--- src/rtl/fetch_ctrl.sv ---
// Instruction-fetch sequencer: PC step -> address latch -> memory read -> IR hold for decoder; jump/branch redirects load PC.
// Latency: 2 cycles from PCRD to mem_rd_req; IR presented the cycle after mem ack. Backpressure: ir_ready low holds IR, no new fetch.
// Optional macro BRANCH_IMM_EN: opcode BR_OPCODE words redirect the PC via BRIMM instead of reaching the decoder.
module fetch_ctrl #(
    parameter int ADDR_W                = 8,
`ifdef BRANCH_IMM_EN
    parameter logic [3:0] BR_OPCODE     = 4'hF,
`endif
    parameter int INSTR_W               = 16,
    parameter logic [3:0] MEM_TIMEOUT   = 4'd15
) (
    input  logic               fetch_clk,
    input  logic               fetch_rst_n,
    input  logic               fetch_halt,
    input  logic [ADDR_W-1:0]  pc_count_out,
    output logic               pc_rd_en,
    output logic               pc_count,
    output logic               pc_dir,
    output logic               pc_wr_en,
    output logic [ADDR_W-1:0]  pc_count_in,
    output logic [ADDR_W-1:0]  mem_addr,
    output logic               mem_rd_req,
    input  logic               mem_rd_ack,
    input  logic [INSTR_W-1:0] mem_rd_data,
    output logic [INSTR_W-1:0] ir_out,
    output logic               ir_valid,
    input  logic               ir_ready,
    input  logic               jump_req,
    input  logic [ADDR_W-1:0]  jump_addr,
    output logic               fetch_err
);

`ifdef BRANCH_IMM_EN
    typedef enum logic [2:0] {IDLE, PCRD, PCLAT, MEMRD, HOLD, BRIMM, JUMP} state_t;
`else
    typedef enum logic [2:0] {IDLE, PCRD, PCLAT, MEMRD, HOLD, JUMP} state_t;
`endif

    state_t              state_q, state_d;
    logic [ADDR_W-1:0]   addr_q, addr_d;
    logic [INSTR_W-1:0]  ir_q, ir_d;
    logic [ADDR_W-1:0]   jaddr_q, jaddr_d;
    logic                jump_pend_q, jump_pend_d;
    logic [3:0]          tmo_cnt_q, tmo_cnt_d;
    logic                err_q, err_d;

    always_ff @(posedge fetch_clk or negedge fetch_rst_n) begin
        if (!fetch_rst_n) begin
            state_q     <= IDLE;
            addr_q      <= '0;
            ir_q        <= '0;
            jaddr_q     <= '0;
            jump_pend_q <= 1'b0;
            tmo_cnt_q   <= '0;
            err_q       <= 1'b0;
        end else begin
            state_q     <= state_d;
            addr_q      <= addr_d;
            ir_q        <= ir_d;
            jaddr_q     <= jaddr_d;
            jump_pend_q <= jump_pend_d;
            tmo_cnt_q   <= tmo_cnt_d;
            err_q       <= err_d;
        end
    end

    // A new pulse always wins over the clear in JUMP so back-to-back jumps are not lost.
    always_comb begin
        jump_pend_d = jump_pend_q;
        jaddr_d     = jaddr_q;
        if (jump_req) begin
            jump_pend_d = 1'b1;
            jaddr_d     = jump_addr;
        end else if (state_q == JUMP) begin
            jump_pend_d = 1'b0;
        end
    end

    always_comb begin
        state_d   = state_q;
        addr_d    = addr_q;
        ir_d      = ir_q;
        tmo_cnt_d = tmo_cnt_q;
        err_d     = err_q;
        case (state_q)
            IDLE: begin
                if (jump_pend_q)      state_d = JUMP;
                else if (!fetch_halt) state_d = PCRD;
            end
            PCRD:  state_d = jump_pend_q ? JUMP : PCLAT;
            PCLAT: begin
                addr_d    = pc_count_out;
                tmo_cnt_d = '0;
                state_d   = jump_pend_q ? JUMP : MEMRD;
            end
            MEMRD: begin
                if (mem_rd_ack) begin
                    if (jump_pend_q) begin
                        state_d = JUMP;
                    end else begin
                        ir_d    = mem_rd_data;
`ifdef BRANCH_IMM_EN
                        state_d = (mem_rd_data[INSTR_W-1 -: 4] == BR_OPCODE) ? BRIMM : HOLD;
`else
                        state_d = HOLD;
`endif
                    end
                end else if (tmo_cnt_q == MEM_TIMEOUT - 4'd1) begin
                    // PC was not stepped, so PCLAT re-latches the same address for the retry.
                    err_d   = 1'b1;
                    state_d = PCLAT;
                end else begin
                    tmo_cnt_d = tmo_cnt_q + 4'd1;
                end
            end
            HOLD: begin
                if (jump_pend_q)   state_d = JUMP;
                else if (ir_ready) state_d = fetch_halt ? IDLE : PCRD;
            end
`ifdef BRANCH_IMM_EN
            BRIMM: begin
                if (jump_pend_q) state_d = JUMP;
                else             state_d = fetch_halt ? IDLE : PCRD;
            end
`endif
            JUMP: begin
                if (jump_req) state_d = JUMP;
                else          state_d = fetch_halt ? IDLE : PCRD;
            end
            default: state_d = IDLE;
        endcase
    end

    always_comb begin
        pc_count_in = '0;
        if (state_q == JUMP) pc_count_in = jaddr_q;
`ifdef BRANCH_IMM_EN
        else if (state_q == BRIMM) pc_count_in = ir_q[ADDR_W-1:0];
`endif
    end

    assign pc_rd_en   = (state_q == PCRD);
    assign pc_count   = (state_q == PCRD);
    assign pc_dir     = 1'b0;
`ifdef BRANCH_IMM_EN
    assign pc_wr_en   = (state_q == JUMP) || (state_q == BRIMM);
`else
    assign pc_wr_en   = (state_q == JUMP);
`endif
    assign mem_addr   = addr_q;
    assign mem_rd_req = (state_q == MEMRD);
    assign ir_out     = ir_q;
    assign ir_valid   = (state_q == HOLD);
    assign fetch_err  = err_q;

endmodule
--- config.mk ---
export PLATFORM = sky130hd
export DESIGN_NAME = fetch_ctrl
export DESIGN_NICKNAME = d
export VERILOG_FILES = /design/src/rtl/fetch_ctrl.sv
export SDC_FILE = /design/constraint.sdc
export NUM_CORES = 1
export LEC_CHECK = 0
export BUFFER_PORTS_ARGS = -buffer_cell sky130_fd_sc_hd__buf_4
export CORE_MARGIN = 3
export CORE_UTILIZATION = 43
export DETAILED_ROUTE_END_ITERATION = 10
export GPL_TIMING_DRIVEN = 0
export PLACE_DENSITY = 0.76
export SLEW_MARGIN = 20
export SYNTH_ARGS = -nofsm -noshare
export SYNTH_HDL_FRONTEND = slang
export SYNTH_SLANG_ARGS = --single-unit
--- constraint.sdc ---
create_clock -name fetch_clk -period 1.45 [get_ports fetch_clk]
set_clock_uncertainty 0.05 [all_clocks]
set_input_delay 0.3625 -clock fetch_clk [delete_from_list [all_inputs] [get_ports fetch_clk]]
set_output_delay 0.3625 -clock fetch_clk [all_outputs]
set_load 0.01 [all_outputs]
# Yosys cells after proc, flatten, opt, wreduce, memory -nomap -nowiden
# Cells that the tools add are included.
dict set report word_totals {
  mem_bits_rw 0
  latch_bits 0
  wordCells 46
  mem_bits_ro 0
  out_inout_bits 39
  mem_count 0
  regBits 41
}
dict set report op_classes {
  n_reduce_logical 7
  muxes 18
  multipliers 0
  bitwise_logic 2
  shift 0
  div_mod_pow 0
  eq_ne 11
  add_sub_neg 1
  order_cmp 0
}
# cell n
set op_table {}
lappend op_table {{two-way mux 3 bit} 9}
lappend op_table {{one-hot mux 3 bit (6 select lines)} 1}
lappend op_table {{AND reduction 3 bit} 4}
lappend op_table {{two-way mux 4 bit} 2}
lappend op_table {{two-way mux 8 bit} 1}
lappend op_table {{one-hot mux 4 bit (2 select lines)} 1}
lappend op_table {{equality test 3 x 2 -> 1 bit, second input constant} 2}
lappend op_table {{equality test 3 bit, second input constant} 2}
lappend op_table {{!= test 3 x 1 -> 1 bit, second input constant} 2}
lappend op_table {{adder 4 x 1 -> 4 bit, second input constant} 1}
lappend op_table {{equality test 4 bit, second input constant} 1}
lappend op_table {{two-way mux 1 bit} 4}
lappend op_table {{!= test 2 bit, second input constant} 2}
lappend op_table {{nonzero test 2 bit} 2}
lappend op_table {{equality test 3 x 1 -> 1 bit, second input constant} 1}
lappend op_table {{logical NOT 3 bit} 1}
lappend op_table {{!= test 3 bit, second input constant} 1}
lappend op_table {{NOT 1 bit} 2}

# Longest topological paths before layout
# Gate-level depths: netlist of run 1.
dict set report logic_depth {
  depth_word 4
  depth_mapped 5
  mapped_depth_nobuf 5
}

# Worst setup path after synthesis of run 1
# No wires, ideal clock.
dict set report synth_timing {
  kind {flip-flop to output port}
  startpoint {reg state_q[0]}
  endpoint {out pc_rd_en}
  path_slack_ps -177
  t_arrival_ps 1214
  n_path_buf 2
  path_stages_with_launch 4
  path_cell_list {dfrtp_1 > buf_4 > nor3b_1 > buf_4}
}
dict set report synth_via {
  elab_chain_len 1
}
# item line_no
set synth_rtl {}
lappend synth_rtl {{start: declaration} 39} ;# state_t state_q, state_d;
lappend synth_rtl {{start signal: assignment} 57} ;# state_q <= state_d;
lappend synth_rtl {{equality test 3 x 1 -> 1 bit} -}
lappend synth_rtl {{end: declaration} 16} ;# output logic pc_rd_en,
# No other way between the ends.

# Worst setup path after layout of run 1
dict set report layout_timing {
  startpoint {reg state_q[1]}
  endpoint {out pc_rd_en}
}
dict set report layout_via {
  elab_chain_len 1
}
# item line_no
set layout_rtl {}
lappend layout_rtl {{equality test 3 x 1 -> 1 bit} 142} ;# assign pc_rd_en = (state_q == PCRD);
# No other way between the ends.

==> results of run 1 <==
==> stage by stage <==
step           power (mW)  hold WS, ns  setup TNS [ns]  std cells
3_3_place_gp         3.64        0.328           -3.02        280
2_1_floorplan        2.73       0.0169          -0.189        155
4_1_cts              5.08      0.00976           -5.94        297
6_report             5.19      -0.0120           -5.59        299
3_5_place_dp         3.68        0.327           -3.25        280
5_1_grt              5.50       0.0237           -8.26        299
==> where the power goes <==
group | switching, mW | internal (mW)
sequential | 0.288 | 1.51
combinational | 0.986 | 1.52
clock | 0.381 | 0.500
==> per-layer routing <==
layer  part of all wire  global-route usage  wire (microns)
met1               0.40               0.243            1900
met2               0.52               0.306            2460
met3              0.059              0.0659             280
met4              0.017              0.0605              82
met5                  0                   0               0
==> cell families (layout without fill, tap and decap cells) <==
group	Yosys count	count (layout)	share of synthesized area
multiplexers	28	28	0.167
AND/OR/NAND/NOR	61	62	0.186
AO/OA/AOI/OAI	8	8	0.0344
adder cells (fa/ha/maj)	3	3	0.0189
buffers and inverters	13	106	0.0384
flip-flops	41	41	0.553
other	1	1	0.00202
==> worst paths after layout <==
kind / endpoint / slack (ns) / start
min in group fetch_clk: mem_addr[2] / 0.21 / pc_count_out[2]
max reg2reg: ir_out[13] / -0.12 / state_q[1]
min reg2reg: fetch_err / 0.42 / fetch_err
max in group asynchronous: state_q[2] / 0.97 / fetch_rst_n
max: pc_rd_en / -0.33 / state_q[1]
min: jaddr_q[6] / -0.01 / fetch_rst_n
==> area by class of cell <==
class | count | share of cell area
Buffer | 8 | 0.0248
Clock buffer | 5 | 0.0239
Clock inverter | 2 | 0.0122
Inverter | 4 | 0.00522
Multi-Input combinational cell | 102 | 0.306
Sequential cell | 41 | 0.358
Tap cell | 50 | 0.0218
Timing Repair Buffer | 87 | 0.248
==> state kept, by name, indices dropped and copies added, names as in the netlist <==
name / flops
fetch_err: 1
state_q: 3
ir_out: 16
jump_pend_q: 1
tmo_cnt_q: 4
mem_addr: 8
jaddr_q: 8
==> cells in the final DEF (no fill, tap or decap), types with 3 or more instances in the layout <==
| master | synthesis | final |
|---|---|---|
| sky130_fd_sc_hd__nand2_1 | 32 | 30 |
| sky130_fd_sc_hd__mux2_2 | 24 | 8 |
| sky130_fd_sc_hd__clkbuf_8 | 0 | 5 |
| sky130_fd_sc_hd__nand3_1 | 3 | 3 |
| sky130_fd_sc_hd__buf_6 | 1 | 20 |
| sky130_fd_sc_hd__mux2_4 | 0 | 16 |
| sky130_fd_sc_hd__mux2i_1 | 4 | 4 |
| sky130_fd_sc_hd__inv_1 | 4 | 4 |
| sky130_fd_sc_hd__and2_4 | 0 | 8 |
| sky130_fd_sc_hd__dfrtp_1 | 41 | 38 |
| sky130_fd_sc_hd__dfrtp_2 | 0 | 3 |
| sky130_fd_sc_hd__buf_4 | 3 | 74 |
==> repair_timing <==
item                                    4_1_cts  5_1_grt
gates resized for setup                      50       10
pin swaps                                    14        4
setup buffers                                 9        3
gates cloned                                  2        0
endpoints found under the setup margin       37       44
==> out/metrics.yaml, run 1 <==
timing:
  setup_viol: 41
  grt_setup_unrepaired: "yes"
  final_hold_viol_count: 15
  slew_violations: 0
  period_needed_ns: 1.78
  hold_ws_ns: -0.0120
  worst_max_slew_pin_slew_ns: 0.534
  final.period_utilization: 1.22
  worst_slew_margin_rel: 0.642
  fin_ws_ns: -0.326
  achievable-frequency_mhz: 563
logic_synthesis:
  gate_count_post_synth: 155
  synthesis.nets: 195
  synthesized_cell_area_sq_um: 1860
  avgSynthCellArea_sq_um: 12.0
  synth_top_cells_by_area: "sky130_fd_sc_hd__dfrtp_1, sky130_fd_sc_hd__mux2_2, sky130_fd_sc_hd__nand2_1"
  post_synth_most_frequent_cells: "sky130_fd_sc_hd__dfrtp_1, sky130_fd_sc_hd__nand2_1, sky130_fd_sc_hd__mux2_2"
  synth.ff_latch_count: 41
  async_reset_ff_frac: 1.00
  sequential_area_share_after_synthesis: 0.553
  synth_enable_flop_cells: 0
  yosys_warnings: 0
  yosys_most_used_dff: "sky130_fd_sc_hd__dfrtp_1"
  synth_most_common_cell: "sky130_fd_sc_hd__dfrtp_1"
  synth_largest_area_cell: "sky130_fd_sc_hd__dfrtp_1"
  post_synth_top_area_share: 0.553
  post_synth_num_cell_types: 35
detailed_routing:
  drt_first_pass_iters: 4
  detailroute.via_count: 1485
  drcViolationCount: 0
  totalWireLength_microns: 4720
  detail_route.vias_per_cell: 4.97
  postRouteAntennaNets: 0
  routedWlPerCell_microns: 15.8
  drt_first_iter_violations: 103
power:
  power_dens_cells_nw_per_um2: 1810
  worst_ir_drop_vdd_v: 0.000987
  leakage_nw: 1.51
global_route:
  grt_first_pass_wirelength_microns: 7600
  antenna_violations_before_repair: 0
  grtUsageTotal: 0.191
  grt_max_degree: 42
  first_global_vias: 1577
  gr-total-overflow: 0
setup_path:
  worst_setup_start_kind: "flop"
  path_cells: "buf_6 > nor3b_4 > buf_4 > buf_6"
  crit_end_element: "output port"
  cp_common_cell: "sky130_fd_sc_hd__buf_6"
  cp_slowest_stage_delay_ns: 0.46
  critPathRequiredTime_ns: 1.04
  worstSetupPathType: "reg -> out"
  worst_r2r_path_depth: 5
  cpLargestDelayFamily: "flip-flops"
  timing.critical_path.buf_inv: 3
  crit_path_slowest_cell: "sky130_fd_sc_hd__dfrtp_2"
  arrival_ns: 1.36
  path_depth: 4
  worst-path-max-fanout: 6
finish:
  drive_above_1_share: 0.602
  final_net_count: 289
  final_cell_area_sq_um: 2870
  synthToLayoutAreaGrowth_pct: 54.9
  multi_input_comb_area_sq_um: 878
  area.sequential_sq_um: 1030
  antennaDiodeCount: 0
  final_util: 0.703
  fill_cells: 300
floorplan:
  initial_utilization: 0.454
  pin_count: 77
  num_rows: 23
  die_height_microns: 71.7
  dieWidth_microns: 71.7
  full_die_area_sq_um: 5140
  coreArea_sq_um: 4090
place:
  post_dp_cell_area_sq_um: 2490
  place.port_buffers: 75
  final_estimated_routing_congestion_in_global_placement: 0.793
  hpwlAfterDp_microns: 3000
  dp_worst_setup_slack_ns: -0.233
clock_tree:
  clock_pin_slew_on_the_worst_setup_and_hold_paths_ns: 0.07
  clock_tree.buffer_depth: 2
  tritoncts_num_sinks: 41
  cts_hold_buffers: 0
  cts_htree_levels: 2
  cts_inserted_buffers: 5
  clockRootBuffer: "sky130_fd_sc_hd__clkbuf_8"
  clkLatencyLatePin_ns: 0.29
  tritoncts: "yes"
run_status:
  violations: "negative hold slack, negative setup slack"
  outcome: "finished, violations left"
job:
  max_cap_viols: 0
hold_path:
  hp-class: "in -> async"
(Power assumes the default switching activity.)
==> run 2: changes to the inputs <==
--- a/config.mk
+++ b/config.mk
@@ -13,3 +13,2 @@
 export PLACE_DENSITY = 0.76
-export SLEW_MARGIN = 20
 export SYNTH_ARGS = -nofsm -noshare
==> constraint.sdc (replaced) <==
create_clock -name fetch_clk -period 1.45 [get_ports fetch_clk]
set_clock_uncertainty 0.05 [all_clocks]
set_input_delay 0.435 -clock fetch_clk [delete_from_list [all_inputs] [get_ports fetch_clk]]
set_output_delay 0.435 -clock fetch_clk [all_outputs]
set_load 0.01 [all_outputs]
==> run 2 against run 1 <==
  * The flow finishes with violations (negative setup slack)
  * Clock-buffer cell count is 2 higher
  * First-iteration DRC count is 61% lower
  * Sequential power hardly changed
  * Via count is 0.81% higher
  * Power is 1.6% higher
  * Hold slack better by 0.071 ns
  * Non-clock buffer count is 4 higher
  * Clock power is 6.6% higher
  * Critical path depth stayed put
  * Global-route usage is 1.1 points lower
  * Largest power group unchanged
==> out/metrics.yaml, run 2 (synthesis results as in run 1) <==
finish:
  drive_above_1_share: 0.610  # +0.00783
  final_cell_area_sq_um: 2940  # +2.4%
  final_net_count: 293  # +1.4%
  number_of_flip_flops_under_the_largest_register_name: 16  # unchanged
  final_util: 0.720  # +0.0171
  most-common-layout-cells: "sky130_fd_sc_hd__buf_4, sky130_fd_sc_hd__dfrtp_1, sky130_fd_sc_hd__nand2_1, sky130_fd_sc_hd__buf_6, sky130_fd_sc_hd__mux2_4"
  layout.cells.most_common: "sky130_fd_sc_hd__buf_4"
  fill_cells: 305  # +1.7%
  antennaDiodeCount: 0  # unchanged
  synthToLayoutAreaGrowth_pct: 58.7
detailed_routing:
  postRouteAntennaNets: 0  # unchanged
  routedWlPerCell_microns: 14.5  # -8.1%
  detail_route.vias_per_cell: 4.92  # -0.85%
  drcViolationCount: 0  # unchanged
  totalWireLength_microns: 4410  # -6.6%
  drt_first_pass_iters: 4  # unchanged
  detailroute.via_count: 1497  # +0.81%
  drt_first_iter_violations: 40  # -61%
power:
  power_dens_cells_nw_per_um2: 1790  # -0.82%
  int_pwr_mw: 3.63  # +2.8%
  p_sw_frac: 0.311  # -0.00792
  worst_ir_drop_vdd_v: 0.00100  # +1.4%
  p_seq_frac: 0.341  # -0.006
  relative_contribution_of_combinational_cells_to_total_power: 0.481  # -0.002
  pwr-share-clk: 0.178  # +0.008
  switching_power_mw: 1.64  # -0.93%
  leakage_nw: 1.55  # +2.6%
global_route:
  antenna_violations_before_repair: 0  # unchanged
  gr-total-overflow: 0  # unchanged
  first_global_vias: 1590  # +0.82%
  grt_first_pass_wirelength_microns: 7220  # -4.9%
  grtUsageTotal: 0.180  # -0.0113
  grt_max_degree: 42  # unchanged
setup_path:
  cp_common_cell: "sky130_fd_sc_hd__buf_6"
  worst_setup_start_kind: "flop"
  crit_end_element: "output port"
  crit_path_slowest_cell: "sky130_fd_sc_hd__dfrtp_2"
  path_cells: "buf_6 > nor3b_4 > buf_4 > buf_6"
  critPathRequiredTime_ns: 0.97  # -0.07 ns
  r2r-start: "state_q[1]"
  cpLargestDelayFamily: "flip-flops"
  timing.critical_path.buf_inv: 3  # unchanged
  worst-path-max-fanout: 7  # +1
  arrival_ns: 1.32  # -0.04 ns
  cp-startpoint: "state_q[2]"
  worstSetupPathType: "reg -> out"
  cp_slowest_stage_delay_ns: 0.46  # about the same
place:
  final_estimated_routing_congestion_in_global_placement: 0.734  # -7.5%
  post_dp_cell_area_sq_um: 2530  # +1.8%
  place.port_buffers: 75  # unchanged
  hpwlAfterDp_microns: 3000  # -0.22%
floorplan:
  dieWidth_microns: 71.7  # unchanged
  num_rows: 23  # unchanged
  coreArea_sq_um: 4090  # unchanged
  initial_utilization: 0.454  # unchanged
  full_die_area_sq_um: 5140  # unchanged
  pin_count: 77  # unchanged
  die_height_microns: 71.7  # unchanged
clock_tree:
  tritoncts: "yes"
  cts_htree_levels: 2  # unchanged
  clock_pin_slew_on_the_worst_setup_and_hold_paths_ns: 0.08  # about the same
  cts_inserted_buffers: 5  # unchanged
  tritoncts_num_sinks: 41  # unchanged
  clkLatencyLatePin_ns: 0.28  # about the same
  clock_tree.buffer_depth: 2  # unchanged
  clockRootBuffer: "sky130_fd_sc_hd__clkbuf_8"
  cts_hold_buffers: 0  # unchanged
timing:
  grt_setup_unrepaired: "yes"
  final.period_utilization: 1.24  # +0.0193
  worst_slew_margin_rel: 0.658  # +0.0161
  slew_violations: 0  # unchanged
  achievable-frequency_mhz: 554  # -1.6%
  period_needed_ns: 1.80  # +0.0280 ns
  fin_ws_ns: -0.354  # -0.0281 ns
  setup_viol: 35  # -15%
  worst_max_slew_pin_slew_ns: 0.512  # -0.0218 ns
  final_hold_viol_count: 0  # -15
hold_path:
  hp-class: "in -> async"
run_status:
  outcome: "finished, violations left"
  violations: "negative setup slack"
job:
  max_cap_viols: 0  # unchanged
==> run 2: cell types whose count changed in the layout (fill, tap and decap cells not counted), sizes merged <==
cell and delta:
buf +4, clkbuf +2, clkinv -1
==> run 2: cell type report <==
| type | instances | area (sq um) | share of cell area |
|---|---|---|---|
| flip-flops and latches | 41 | 1030 | 0.350 |
| multi-input cells | 102 | 906 | 0.308 |
| repair buffers | 91 | 743 | 0.252 |
| clock buffers | 7 | 86.3 | 0.0293 |
| plain buffers | 8 | 71.3 | 0.0242 |
| well taps | 50 | 62.6 | 0.0212 |
| clock inverters | 1 | 30.0 | 0.0102 |
| inverters | 4 | 15.0 | 0.00510 |
==> run 2: layer usage <==
metal / up-vias / track usage / part of all wire
met2: 45 / 0.321 / 0.53
met5: - / 0 / 0
met3: 4 / 0.0519 / 0.058
met4: 0 / 0.0438 / 0.0095
li1: 719 / - / -
met1: 729 / 0.211 / 0.41
==> run 2: metrics by stage <==
stage | worst slack [ns] | instances | power [mW] | hold WS, ns | TNS (ns)
floorplan | -0.0706 | 155 | 2.80 | 0.0894 | -0.309
global placement | -0.272 | 280 | 3.70 | 0.397 | -5.17
detailed placement | -0.299 | 280 | 3.75 | 0.402 | -5.33
CTS | -0.371 | 295 | 5.09 | 0.0834 | -6.11
global route | -0.424 | 304 | 5.60 | 0.105 | -7.62
finish | -0.354 | 304 | 5.27 | 0.0586 | -5.32
==> run 2: worst register-to-register path, cell delays in order, from the launching register on <==
cell and delay (ns):
sky130_fd_sc_hd__dfrtp_2 0.41, sky130_fd_sc_hd__buf_4 0.14, sky130_fd_sc_hd__nand2_4 0.05, sky130_fd_sc_hd__nor3_4 0.26
sky130_fd_sc_hd__buf_6 0.19, sky130_fd_sc_hd__mux2_4 0.30
==> run 2: power by group through the flow <==
stage	Clock (mW)	Sequential [mW]	Combinational (mW)
final	0.939	1.80	2.54
after global placement	0	1.77	1.93
after floorplan	0	1.87	0.927
after global routing	1.01	1.85	2.74
after CTS	0.968	1.80	2.32
after detailed placement	0	1.78	1.97
==> run 2: what timing repair did <==
action                                 in CTS  in global routing
endpoints found under the hold margin       0                  0
cloned                                      2                  0
setup buffers                               6                  9
gates resized for setup                    41                 11
pin swaps                                  13                  8
setup endpoints to repair                  37                 43
==> run 2: worst paths after layout <==
kind / to / slack, ns / cells after the start
setup / recovery: pc_count / -0.35 / 4
hold / removal: state_q[2] / 0.06 / 1
setup reg to reg: ir_out[3] / -0.07 / 5
hold reg to reg: mem_addr[4] / 0.43 / 2
max in group asynchronous: state_q[0] / 0.90 / 1
min in group fetch_clk: mem_addr[4] / 0.28 / 3
